**src/rtl/fifo_width_converter_param_pkg.sv**
```systemverilog
// Shared definitions for the width-converting FIFO: slice ordering and
// parameter legality helper.
package fifo_conv_pkg;

    // Which slice of a write word is popped first.
    typedef enum logic {
        ORDER_MSB_FIRST = 1'b0,
        ORDER_LSB_FIRST = 1'b1
    } order_e;

    // RATIO must be a power of two between 2 and the storage depth.
    function automatic bit ratio_is_legal(int ratio, int addr_width);
        return (ratio >= 2) && (ratio <= (1 << addr_width)) && ((ratio & (ratio - 1)) == 0);
    endfunction

endpackage

```
**src/rtl/fifo_width_converter_param_if.sv**
```systemverilog
// Handshake and data bundle of the width-converting FIFO. The master side
// issues writes/reads; the slave side (the FIFO) returns data and status.
interface fifo_width_converter_param_if #(
    parameter int READ_WIDTH = 4,
    parameter int RATIO      = 2,
    parameter int ADDR_WIDTH = 4
);
    logic                          write_i;
    logic [READ_WIDTH*RATIO-1:0]   write_data_i;
    logic                          read_i;
    logic [READ_WIDTH-1:0]         read_data_o;
    logic                          empty_o;
    logic                          full_o;
    logic [ADDR_WIDTH:0]           count_o;

    modport master (
        output write_i, write_data_i, read_i,
        input  read_data_o, empty_o, full_o, count_o
    );

    modport slave (
        input  write_i, write_data_i, read_i,
        output read_data_o, empty_o, full_o, count_o
    );
endinterface

```
**src/rtl/fifo_width_converter_param_regfile.sv**
```systemverilog
// Register file with RATIO write lanes sharing one enable and one aligned
// base address, plus a single asynchronous read port.
module multi_write_register_file #(
    parameter int ADDR_WIDTH = 4,
    parameter int DATA_WIDTH = 4,
    parameter int RATIO      = 2
) (
    input  logic                                clk_i,
    input  logic                                we_i,
    input  logic [ADDR_WIDTH-1:0]               waddr_i,
    input  logic [RATIO-1:0][DATA_WIDTH-1:0]    wdata_i,
    input  logic [ADDR_WIDTH-1:0]               raddr_i,
    output logic [DATA_WIDTH-1:0]               rdata_o
);
    localparam int DEPTH = 2 ** ADDR_WIDTH;

    logic [DATA_WIDTH-1:0] mem [DEPTH];

    // Write all lanes at once; lane k lands at base + k.
    // NOTE: storage has no reset -- the pointers define what is valid, and a
    // resettable array would cost a reset net per bit for no functional gain.
    always_ff @(posedge clk_i) begin
        if (we_i) begin
            for (int k = 0; k < RATIO; k++) begin
                // Base is a multiple of RATIO, so OR-ing the lane index equals adding it.
                mem[waddr_i | ADDR_WIDTH'(k)] <= wdata_i[k];
            end
        end
    end

    assign rdata_o = mem[raddr_i];

endmodule

```
**src/rtl/fifo_width_converter_param.sv**
```systemverilog
// FIFO that accepts RATIO read words per write and pops one read word per
// read. Pointers and occupancy count live here; storage is a multi-lane
// register file.
module fifo_width_converter_param
    import fifo_conv_pkg::*;
#(
    parameter int     READ_WIDTH = 4,
    parameter int     RATIO      = 2,
    parameter int     ADDR_WIDTH = 4,
    parameter order_e ORDER      = ORDER_MSB_FIRST
) (
    input  logic                         clk_i,
    input  logic                         reset_i,
    fifo_width_converter_param_if.slave  bus
);
    localparam int DEPTH = 2 ** ADDR_WIDTH;
    localparam int CNT_W = ADDR_WIDTH + 1;

    if (!ratio_is_legal(RATIO, ADDR_WIDTH) || (READ_WIDTH < 1)) begin : g_bad_params
        $fatal(1, "fifo_width_converter_param: RATIO must be a power of two in 2..2**ADDR_WIDTH");
    end

    logic [ADDR_WIDTH-1:0]                wp;
    logic [ADDR_WIDTH-1:0]                rp;
    logic [CNT_W-1:0]                     count;
    logic                                 full;
    logic                                 empty;
    logic                                 wr_acc;
    logic                                 rd_acc;
    logic [RATIO-1:0][READ_WIDTH-1:0]     lanes;

    // Status comes from the registered count only, so a full FIFO drops a
    // same-cycle write even when a read frees a slot.
    assign full   = count > CNT_W'(DEPTH - RATIO);
    assign empty  = (count == '0);
    assign wr_acc = bus.write_i && !full;
    assign rd_acc = bus.read_i && !empty;

    // Lane k receives the k-th slice in pop order.
    for (genvar k = 0; k < RATIO; k++) begin : g_lane
        if (ORDER == ORDER_MSB_FIRST) begin : g_msb
            assign lanes[k] = bus.write_data_i[(RATIO-1-k)*READ_WIDTH +: READ_WIDTH];
        end else begin : g_lsb
            assign lanes[k] = bus.write_data_i[k*READ_WIDTH +: READ_WIDTH];
        end
    end

    // Pointer and count update; reset wins over any accepted transfer.
    // NOTE: sequential state uses non-blocking assignments so every register
    // sees the pre-edge values of the others regardless of statement order.
    always_ff @(posedge clk_i) begin
        if (reset_i) begin
            wp    <= '0;
            rp    <= '0;
            count <= '0;
        end else begin
            if (wr_acc) begin
                wp <= wp + ADDR_WIDTH'(RATIO);
            end
            if (rd_acc) begin
                rp <= rp + ADDR_WIDTH'(1);
            end
            case ({wr_acc, rd_acc})
                2'b10:   count <= count + CNT_W'(RATIO);
                2'b01:   count <= count - CNT_W'(1);
                2'b11:   count <= count + CNT_W'(RATIO - 1);
                default: count <= count;
            endcase
        end
    end

    multi_write_register_file #(
        .ADDR_WIDTH (ADDR_WIDTH),
        .DATA_WIDTH (READ_WIDTH),
        .RATIO      (RATIO)
    ) u_storage (
        .clk_i   (clk_i),
        .we_i    (wr_acc && !reset_i),
        .waddr_i (wp),
        .wdata_i (lanes),
        .raddr_i (rp),
        .rdata_o (bus.read_data_o)
    );

    assign bus.empty_o = empty;
    assign bus.full_o  = full;
    assign bus.count_o = count;

endmodule

```
**src/flat_wrapper.sv**
```systemverilog
// flat-port wrapper written by rule: the top's interface ports become plain ports
module fifo_width_converter_param_flat import fifo_conv_pkg::*;
#(
    parameter int     READ_WIDTH = 4,
    parameter int     RATIO      = 2,
    parameter int     ADDR_WIDTH = 4,
    parameter order_e ORDER      = ORDER_MSB_FIRST
)
  (clk_i, reset_i, bus_write_i, bus_write_data_i, bus_read_i, bus_read_data_o, bus_empty_o, bus_full_o, bus_count_o);
  fifo_width_converter_param_if #(.READ_WIDTH(READ_WIDTH), .RATIO(RATIO), .ADDR_WIDTH(ADDR_WIDTH)) bus_i ();
  input  logic clk_i;
  input  logic reset_i;
  input wire logic [$bits(bus_i.write_i)-1:0] bus_write_i;
  input wire logic [$bits(bus_i.write_data_i)-1:0] bus_write_data_i;
  input wire logic [$bits(bus_i.read_i)-1:0] bus_read_i;
  output wire logic [$bits(bus_i.read_data_o)-1:0] bus_read_data_o;
  output wire logic [$bits(bus_i.empty_o)-1:0] bus_empty_o;
  output wire logic [$bits(bus_i.full_o)-1:0] bus_full_o;
  output wire logic [$bits(bus_i.count_o)-1:0] bus_count_o;
  assign bus_i.write_i = bus_write_i;
  assign bus_i.write_data_i = bus_write_data_i;
  assign bus_i.read_i = bus_read_i;
  assign bus_read_data_o = bus_i.read_data_o;
  assign bus_empty_o = bus_i.empty_o;
  assign bus_full_o = bus_i.full_o;
  assign bus_count_o = bus_i.count_o;
  fifo_width_converter_param #(.READ_WIDTH(READ_WIDTH), .RATIO(RATIO), .ADDR_WIDTH(ADDR_WIDTH), .ORDER(ORDER)) u_core (.clk_i(clk_i), .reset_i(reset_i), .bus(bus_i));
endmodule
```
**config.mk**
```make
export PLATFORM = sky130hd
export DESIGN_NAME = fifo_width_converter_param_flat
export DESIGN_NICKNAME = d
export VERILOG_FILES = /design/src/rtl/fifo_width_converter_param_pkg.sv /design/src/rtl/fifo_width_converter_param_if.sv /design/src/rtl/fifo_width_converter_param_regfile.sv /design/src/rtl/fifo_width_converter_param.sv /design/src/flat_wrapper.sv
export SDC_FILE = /design/constraint.sdc
export NUM_CORES = 1
export LEC_CHECK = 0
export ABC_CLOCK_PERIOD_IN_PS = 4400
export BUFFER_PORTS_ARGS = -buffer_cell sky130_fd_sc_hd__clkbuf_2
export CORE_AREA = 2 2 84 86
export DETAILED_ROUTE_END_ITERATION = 8
export DIE_AREA = 0 0 86 88
export HOLD_SLACK_MARGIN = 0.05
export PLACE_DENSITY = 0.76
export SLEW_MARGIN = 15
export SYNTH_ARGS = -nofsm -noshare
export SYNTH_HDL_FRONTEND = slang
export SYNTH_SLANG_ARGS = --single-unit
```
**constraint.sdc**
```tcl
create_clock -name clk_i -period 4.4 [get_ports clk_i]
set_input_delay 0.22 -clock clk_i [delete_from_list [all_inputs] [get_ports clk_i]]
set_output_delay 0.22 -clock clk_i [all_outputs]
set_load 0.005 [all_outputs]
```
==> flow_summary.toml, run 1 <==
[timing]
setup_tns_ps = 0
timing.fmax_mhz = 358
hold_viol_final = 0
finClkSkew_ps = 6.67
fin_crit_sh = 0.634
setup_viol = 0
rsz0062_at_grt = "false"
relSlewSlack = 0.203
worst_pin_slew_ps = 1190
fin_crit_ps = 2790
setup_ws_ps = 1610
maxSlewViolCount = 0

[cts]
path_clk_slew_ps = 80
cts-root-buf = "clkbuf_8"
cts_tree = "built"
cts_buffer_depth = 2
cts_hold_buf = 0
clk_latency_ps = 350
cts.repair.resized = 0
cts_setup_buffers = 0
clock-sinks = 80
cts_buffers = 9
cts_max_level = 3

[worst_setup_path]
worst_setup_path_start_kind = "flip-flop"
r2r_end = "u_core.bus.count_o[4]"
r2r_cells = 9
r2r_slack_ps = 1610
max_stage_delay_ps = 600
crit_fanout = 7
endpoint_kind = "flip-flop"
required_ps = 4630
rr_startpoint = "u_core.bus.count_o[2]"
path_cells = "nand3b_1, a311oi_2, nand2_1, ha_1, nor2b_1, o21ai_0, a21oi_1, o21ai_0, a21oi_1"
crit_type = "reg2reg"
cp.arrival_ps = 3020
slowest_stage = "a311oi_2"

[synthesis]
synth_top_area_frac = 0.587
synthSimpleGateAreaFrac = 0.0619
synth.distinct_cells = 34
synth_compound_area_frac = 0.0432
synth_edf_count = 64
synth_seq_cells = 80
synth.avg_cell_area_sq_um = 17.0
post-synth-top-count-cell = "edfxtp_1"
ys_warn_count = 0
yosysSeqAreaShare = 0.685
netlist_top_cells_count = "edfxtp_1 (64), mux4_2 (20), nor2_1 (19), dfxtp_1 (16), nand2_1 (12)"
synth_top_family_by_area = "multiplexers"
synth_top_area_cell = "edfxtp_1"
synth_nets = 212
yosys.area_share.adder = 0.0291
synthArstFlopShare = 0
synth_flop_cell = "edfxtp_1"
syn_area_sq_um = 3270
synth.area.top_cells = "edfxtp_1 (59%), mux4_2 (14%), dfxtp_1 (9.8%)"
syn_inst = 193
synth_mux_area_frac = 0.138
synth_xor_area_frac = 0.0214

[global_routing]
grt_overflow = 0
antenna_found_initial = 0
grt_pass1_vias = 1701
grt_use_total = 0.159
grt_pass1_wl_um = 8760
grt_start_max_net_pins = 18

[die]
coreArea_sq_um = 6640
start_util = 0.493
ioPinCount = 23
dieArea_sq_um = 7570
num_rows = 30
die_w_um = 86
die_y_um = 88

[pwr]
irDropWorstVdd_uv = 292
leakage_nw = 1.22
powerDensity_nw_per_um2 = 520

[detailed_routing]
wirelength_um = 5530
first_pass_iters = 4
drt-initial-drc-count = 136
wl_per_cell_um = 18.0
postRouteAntennaNets = 0
drc = 0
vias = 1734
avgViaCountPerCell = 5.65

[final_layout]
fillers = 533
num_antenna_cells = 0
finalNetCount = 241
final_util = 0.547
syn_to_final_growth_pct = 11.1
drive_gt1_frac = 0.286

[place]
gp_congestion = 0.811
dp_hpwl_um = 3630
preCtsSetupSlack_ps = 1630
io_buffers = 22

[run_status]
status = "complete, no violations"

[hold_path]
hold_path_end = "u_core.u_storage.mem[11][1]"
whs_path_depth = 1
hold_class = "in2reg"
min-delay-start = "bus_write_data_i[1]"

[job]
drv_cap = 0
layout by cell type, fill, tap and decap left out, types with 5 or more instances in the layout:
master    netlist  routed
a21oi_1         7       7
inv_1           7       7
xnor2_1         5       5
clkbuf_2        0      22
dfxtp_1        16      15
nand2_1        12      12
edfxtp_1       64      64
nor2_1         19      19
mux4_2         20      20
clkbuf_8        0       9
ha_1            6       6
flip-flops by register name, summed over array words and instances (netlist names), named ones only:
signal,count
u_core.bus.count_o,5
u_core.rp,4
u_core.u_storage.mem,64
u_core.wp,3
worst max-delay path, delay by kind of cell (launching register included):
kind	cells	cell delay, ps
compound gates	5	1270
fa+ha+maj	1	370
flops	1	460
simple gates	3	570
logic make-up after synthesis:
family          count (synthesis)
compound gates                 20
xor+xnor                        8
fa+ha+maj                       7
buf+inv                        14
flops                          80
mux                            20
simple gates                   44
stage by stage:
stage | hold WS [ps] | instance area, sq um | power, mW | std cells
after floorplan | 319 | 3270 | 1.35 | 193
after global placement | 485 | 3470 | 1.45 | 291
after detailed placement | 493 | 3470 | 1.46 | 291
after CTS | 159 | 3630 | 1.91 | 307
after global routing | 174 | 3640 | 2.00 | 307
final | 164 | 3640 | 1.89 | 307
power by group:
group          internal (mW)  switching [mW]  total, mW
clock network          0.202           0.251      0.453
logic                  0.265           0.190      0.455
registers              0.873           0.111      0.984
worst max path at each step:
| stage | cells past startpoint | slack (ps) | end | from |
|---|---|---|---|---|
| floorplan | 4 | 1880 | u_core.u_storage.mem[8][0] | u_core.bus.count_o[0] |
| global placement | 9 | 1790 | u_core.bus.count_o[4] | u_core.bus.count_o[0] |
| detailed placement | 9 | 1630 | u_core.bus.count_o[4] | u_core.bus.count_o[2] |
| CTS | 3 | 1480 | bus_read_data_o[1] | flip-flop |
| global route | 9 | 1340 | u_core.bus.count_o[4] | u_core.bus.count_o[2] |
| finish | 9 | 1610 | u_core.bus.count_o[4] | u_core.bus.count_o[2] |
final cells by class:
cell class	count	area, sq um	share of cell area
Clock inverter	6	35.0	0.00964
Multi-Input combinational cell	99	971	0.267
Inverter	7	26.3	0.00723
Clock buffer	10	128	0.0351
Timing Repair Buffer	25	133	0.0365
Sequential cell	80	2240	0.617
Tap cell	80	100	0.0275
per-layer routing:
metal	up-vias	global-route usage	part of all wire
li1	816	-	-
met1	862	0.220	0.47
met2	46	0.245	0.47
met3	10	0.0302	0.033
met4	0	0.0779	0.021
met5	-	0	0
Note: power is estimated with default switching activity, not from simulation.
==> run 2: changes to the inputs <==
--- a/config.mk
+++ b/config.mk
@@ -5,7 +5,7 @@
 export SDC_FILE = /design/constraint.sdc
 export NUM_CORES = 1
 export LEC_CHECK = 0
-export ABC_CLOCK_PERIOD_IN_PS = 4400
+export ABC_CLOCK_PERIOD_IN_PS = 2900
 export BUFFER_PORTS_ARGS = -buffer_cell sky130_fd_sc_hd__clkbuf_2
 export CORE_AREA = 2 2 84 86
 export DETAILED_ROUTE_END_ITERATION = 8
==> constraint.sdc (replaced) <==
create_clock -name clk_i -period 2.9 [get_ports clk_i]
set_input_delay 0.145 -clock clk_i [delete_from_list [all_inputs] [get_ports clk_i]]
set_output_delay 0.145 -clock clk_i [all_outputs]
set_load 0.005 [all_outputs]
==> run 2 against run 1 <==
- die area stayed put
- clock-buffer cell count is 1 higher
- sequential cell count stayed put
- global-route usage is 0.74 points higher
- via count is 2.8% higher
- sequential share of layout area is 1.6 points lower
- final cell count is 2.3% higher
- wire length is 0.90% higher
- worst setup slack worse by 1400 ps
- design area is 2.5% higher
- largest cell class unchanged
- critical endpoint unchanged
- clock skew is 2.7 ps higher
==> flow_summary.toml, run 2 (synthesis gave the netlist of run 1 again) <==
[run_status]
status = "complete, no violations"

[worst_setup_path]
crit_start = "u_core.bus.count_o[4]"
crit_path_end = "u_core.bus.count_o[4]"
worst_setup_path_start_kind = "flip-flop"
r2r_cells = 9
cp.arrival_ps = 2930
r2r_slack_ps = 210
crit_fanout = 11
crit_type = "reg2reg"
r2r_end = "u_core.bus.count_o[4]"
endpoint_kind = "flip-flop"
required_ps = 3140
rr_startpoint = "u_core.bus.count_o[4]"

[detailed_routing]
first_pass_iters = 4
avgViaCountPerCell = 5.68
drt-initial-drc-count = 117
vias = 1783
drc = 0
wirelength_um = 5580
postRouteAntennaNets = 0
wl_per_cell_um = 17.8

[cts]
cts_buffers = 9
cts_tree = "built"
cts.repair.resized = 0
path_clk_slew_ps = 70
cts_hold_buf = 0
clk_latency_ps = 350
clock-sinks = 80
cts-root-buf = "clkbuf_8"
cts_buffer_depth = 2
cts_max_level = 3
cts_setup_buffers = 0

[global_routing]
grt_pass1_vias = 1771
antenna_found_initial = 0
grt_use_total = 0.166
grt_pass1_wl_um = 9020
grt_overflow = 0
grt_start_max_net_pins = 18

[pwr]
pwr-share-comb = 0.262
leakage_nw = 1.28
power.share.sequential = 0.462
power.switching_mw = 0.817
irDropWorstVdd_uv = 420
power.total_mw = 3.04
switching_share = 0.269
powerDensity_nw_per_um2 = 816
intPower_mw = 2.22
power.share.clock = 0.276

[final_layout]
finalNetCount = 249
drive_gt1_frac = 0.299
num_antenna_cells = 0
syn_to_final_growth_pct = 13.9
regMostFlops = "u_core.u_storage.mem"
largest_reg_flops = 64
final_cell_mix = "edfxtp_1 (64), clkbuf_2 (22), mux4_2 (20)"
final_common_cell = "edfxtp_1"

[timing]
relSlewSlack = 0.737
timing.fmax_mhz = 372
rsz0062_at_grt = "false"
fin_crit_sh = 0.928
worst_pin_slew_ps = 394
finClkSkew_ps = 9.33
fin_crit_ps = 2690
maxSlewViolCount = 0
setup_viol = 0
hold_viol_final = 0
setup_tns_ps = 0

[die]
start_util = 0.493
die_y_um = 88
coreArea_sq_um = 6640
die_w_um = 86
dieArea_sq_um = 7570
num_rows = 30
ioPinCount = 23

[job]
drv_cap = 0

[place]
gp_congestion = 0.839
dp_hpwl_um = 3630
io_buffers = 22

[hold_path]
hold_class = "in2reg"
==> run 2: cell count changes in the layout (fill, tap and decap cells not counted) <==
cell / delta
buf_4: +8
bufinv_16: +2
clkbuf_1: +1
clkinv_1: -1
clkinv_2: -1
clkinvlp_4: -1
dfxtp_1: +1
dfxtp_2: -1
inv_6: -1
nor3_1: +1
nor3_2: -1
==> run 2: worst min path at each step <==
stage / from / end / slack [ps] / cells past startpoint
floorplan: bus_write_data_i[4] / u_core.u_storage.mem[0][0] / 240 / 0
global placement: bus_write_data_i[2] / u_core.u_storage.mem[15][2] / 440 / 1
detailed placement: bus_write_data_i[1] / u_core.u_storage.mem[11][1] / 450 / 1
CTS: bus_write_data_i[1] / u_core.u_storage.mem[11][1] / 80 / 1
global route: bus_write_data_i[2] / u_core.u_storage.mem[15][2] / 100 / 1
finish: bus_write_data_i[1] / u_core.u_storage.mem[13][1] / 90 / 1
==> run 2: critical path, stage by stage (launching register included) <==
cell and delay, ps:
dfxtp_1 390, or4_4 570, o21a_1 330, nand2_1 200
inv_1 70, fa_1 410, nor2b_1 120, o21ai_0 150
a41oi_1 260, a21oi_1 90
==> run 2: power groups by stage <==
stage | sequential (mW) | clock (mW) | combinational (mW)
floorplan | 1.41 | 0 | 0.632
finish | 1.40 | 0.839 | 0.798
global route | 1.42 | 0.894 | 0.888
global placement | 1.42 | 0 | 0.795
detailed placement | 1.43 | 0 | 0.805
CTS | 1.40 | 0.864 | 0.810
==> run 2: area by class of cell <==
cell class	count	area [sq um]
inverters	7	26.3
well taps	80	100
clock inverters	4	70.1
repair buffers	33	193
fillers	511	2920
multi-input cells	99	966
flip-flops and latches	80	2240
clock buffers	11	131
==> run 2: per-layer routing <==
layer	up-vias	part of all wire	global-route usage
met1	889	0.44	0.221
met3	12	0.059	0.0386
met5	-	0	0
met2	57	0.48	0.252
li1	825	-	-
met4	0	0.027	0.0981
==> run 2: stage by stage <==
stage / hold slack (ps) / cell area, sq um / utilization / std cells / setup WS, ps
5_1_grt: 102 / 3730 / 0.561 / 314 / 10.8
2_1_floorplan: 244 / 3270 / - / 193 / 384
3_5_place_dp: 452 / 3530 / 0.531 / 299 / 260
6_report: 89.9 / 3730 / 0.561 / 314 / 209
3_3_place_gp: 441 / 3530 / 0.531 / 299 / 346
4_1_cts: 80.4 / 3730 / 0.561 / 314 / 242
==> run 3: changes to the inputs <==
--- a/config.mk
+++ b/config.mk
@@ -5,14 +5,15 @@
 export SDC_FILE = /design/constraint.sdc
 export NUM_CORES = 1
 export LEC_CHECK = 0
-export ABC_CLOCK_PERIOD_IN_PS = 2900
+export ABC_CLOCK_PERIOD_IN_PS = 3100
 export BUFFER_PORTS_ARGS = -buffer_cell sky130_fd_sc_hd__clkbuf_2
-export CORE_AREA = 2 2 84 86
+export CORE_AREA = 2 2 89 91
 export DETAILED_ROUTE_END_ITERATION = 8
-export DIE_AREA = 0 0 86 88
+export DIE_AREA = 0 0 91 93
 export HOLD_SLACK_MARGIN = 0.05
-export PLACE_DENSITY = 0.76
+export PLACE_DENSITY = 0.75
 export SLEW_MARGIN = 15
 export SYNTH_ARGS = -nofsm -noshare
 export SYNTH_HDL_FRONTEND = slang
+export SYNTH_HIERARCHICAL = 1
 export SYNTH_SLANG_ARGS = --single-unit
==> constraint.sdc (replaced) <==
create_clock -name clk_i -period 3.1 [get_ports clk_i]
set_input_delay 0.155 -clock clk_i [delete_from_list [all_inputs] [get_ports clk_i]]
set_output_delay 0.155 -clock clk_i [all_outputs]
set_load 0.005 [all_outputs]
==> run 3 against run 2 <==
- worst setup slack better by 140 ps
- first-iteration DRC count down 13%
- largest cell class unchanged
- maximum frequency down 2.2%
- final cell count up 22%
- synthesized cell count up 26%
- power down 9.1%
- area after synthesis up 11%
- hold slack better by 87 ps
- register-to-register slack better by 140 ps
==> flow_summary.toml, run 3 <==
[run_status]
status = "complete, no violations"

[worst_setup_path]
required_ps = 3350
path_cells = "or4_1, o21a_4, or2b_1, ha_1, nor2b_1, o21a_1, or3_1, a311oi_1"
cp.arrival_ps = 3000
worst_setup_path_start_kind = "flip-flop"
crit_fanout = 7
crit_type = "reg2reg"
critPathBufInv = 0
max_stage_delay_ps = 660
slowest_stage = "or4_1"
r2r_slack_ps = 350
endpoint_kind = "flip-flop"
r2r_end = "u_core/bus.count_o[4]"
rr_startpoint = "u_core/bus.count_o[2]"
cp_top_family = "simple AND/OR/NAND/NOR gates"
r2r_cells = 8

[cts]
cts_tree = "built"
clk_latency_ps = 340
cts.repair.resized = 0
cts_buffers = 9
cts_max_level = 3
clock-sinks = 76
path_clk_slew_ps = 70
cts_setup_buffers = 0
cts_hold_buf = 0
cts_buffer_depth = 2
cts-root-buf = "clkbuf_8"

[timing]
timing.fmax_mhz = 363
rsz0062_at_grt = "false"
finClkSkew_ps = 12.6
fin_crit_sh = 0.888
fin_crit_ps = 2750
worst_hold_slack_ps = 177
worst_pin_slew_ps = 870
setup_viol = 0
setup_tns_ps = 0
relSlewSlack = 0.419
maxSlewViolCount = 0
hold_viol_final = 0

[die]
ioPinCount = 23
coreArea_sq_um = 7530
die_w_um = 91
start_util = 0.484
dieArea_sq_um = 8460
die_y_um = 93
num_rows = 32

[detailed_routing]
first_pass_iters = 4
drc = 0
wl_per_cell_um = 17.8
avgViaCountPerCell = 5.43
wirelength_um = 6800
vias = 2074
drt-initial-drc-count = 102
postRouteAntennaNets = 0

[job]
drv_cap = 0

[synthesis]
synth.area.top_cells = "edfxtp_1 (53%), mux2_2 (10%), mux4_2 (9.9%)"
synth_top_area_frac = 0.527
netlist_top_cells_count = "edfxtp_1 (64), mux2_2 (33), nor2_1 (17), mux4_2 (16), dfxtp_1 (12)"
synth_flop_cell = "edfxtp_1"
ys_warn_count = 6
syn_area_sq_um = 3640
synthArstFlopShare = 0
synth_top_area_cell = "edfxtp_1"
syn_inst = 243
post-synth-top-count-cell = "edfxtp_1"
synth_nets = 262
synth_edf_count = 64
synth.avg_cell_area_sq_um = 15.0
synth.distinct_cells = 45
yosysSeqAreaShare = 0.593
synth_seq_cells = 76

[final_layout]
final_util = 0.541
finalNetCount = 294
regMostFlops = "u_core/u_storage/mem"
largest_reg_flops = 64
num_antenna_cells = 0
drive_gt1_frac = 0.339
fillers = 640
syn_to_final_growth_pct = 11.7
final_common_cell = "edfxtp_1"
final_cell_mix = "edfxtp_1 (64), mux2_2 (33), clkbuf_2 (22)"
fin_area_sq_um = 4070

[global_routing]
grt_use_total = 0.178
grt_pass1_wl_um = 11300
grt_overflow = 0
grt_pass1_vias = 2147
grt_start_max_net_pins = 20
antenna_found_initial = 0

[place]
gp_congestion = 0.858
io_buffers = 22
dp_hpwl_um = 4730
place_area_sq_um = 3890

[hold_path]
min-delay-start = "reset_i"
whs_path_depth = 2
hold_path_end = "u_core/rp[1]"
hold_class = "in2reg"

[pwr]
powerDensity_nw_per_um2 = 679
irDropWorstVdd_uv = 222
leakage_nw = 1.43
power.total_mw = 2.76
-- run 3: cell type report --
type / count / area (sq um) / area share
Timing Repair Buffer: 31 / 178 / 0.0436
Clock buffer: 9 / 124 / 0.0304
Multi-Input combinational cell: 149 / 1390 / 0.342
Inverter: 8 / 30.0 / 0.00738
Sequential cell: 76 / 2160 / 0.531
Tap cell: 102 / 128 / 0.0313
Clock inverter: 7 / 57.6 / 0.0141
-- run 3: worst max path at each step --
stage | from | to | slack (ps) | cells after the start
after floorplan | u_core/bus.count_o[1] | u_core/u_storage/mem[9][0] | 520 | 7
after global placement | u_core/bus.count_o[2] | u_core/bus.count_o[4] | 440 | 8
after detailed placement | u_core/bus.count_o[2] | u_core/bus.count_o[4] | 390 | 8
after CTS | u_core/bus.count_o[2] | u_core/bus.count_o[4] | 370 | 8
after global routing | u_core/bus.count_o[2] | u_core/bus.count_o[4] | 200 | 8
final | u_core/bus.count_o[2] | u_core/bus.count_o[4] | 350 | 8
-- run 3: cells by family after synthesis --
group / after synthesis / synth area share
muxes: 51 / 0.206
adders and majority gates: 7 / 0.0261
and+or+nand+nor: 58 / 0.0831
AOI/OAI and AO/OA: 24 / 0.0464
xor gates and xnor gates: 8 / 0.0192
DFF: 76 / 0.593
other: 1 / 0.00103
buffers and inverters: 18 / 0.0244
-- run 3: worst reg2reg max path: cells and delay by family (launching register included) --
family | cells | cell delay, ps
AOI/OAI and AO/OA | 3 | 700
adders and majority gates | 1 | 280
DFF | 1 | 370
and+or+nand+nor | 4 | 1320
-- run 3: metrics by stage --
step                      worst slack, ps  std cells
after floorplan                       523        243
after global placement                442        366
after detailed placement              390        366
after CTS                             366        382
after global routing                  203        382
final                                 348        382
-- run 3: layer usage --
layer	vias up	wire [um]	GRT usage
li1	1002	-	-
met1	1023	3120	0.234
met2	38	3310	0.285
met3	11	215	0.0395
met4	0	151	0.0833
met5	-	0	0
-- run 3: where the power goes --
| part | internal [mW] | total (mW) | switching (mW) | leakage, nW |
|---|---|---|---|---|
| logic | 0.415 | 0.764 | 0.349 | 0.666 |
| registers | 1.18 | 1.30 | 0.125 | 0.675 |
| clock network | 0.360 | 0.699 | 0.339 | 0.0908 |
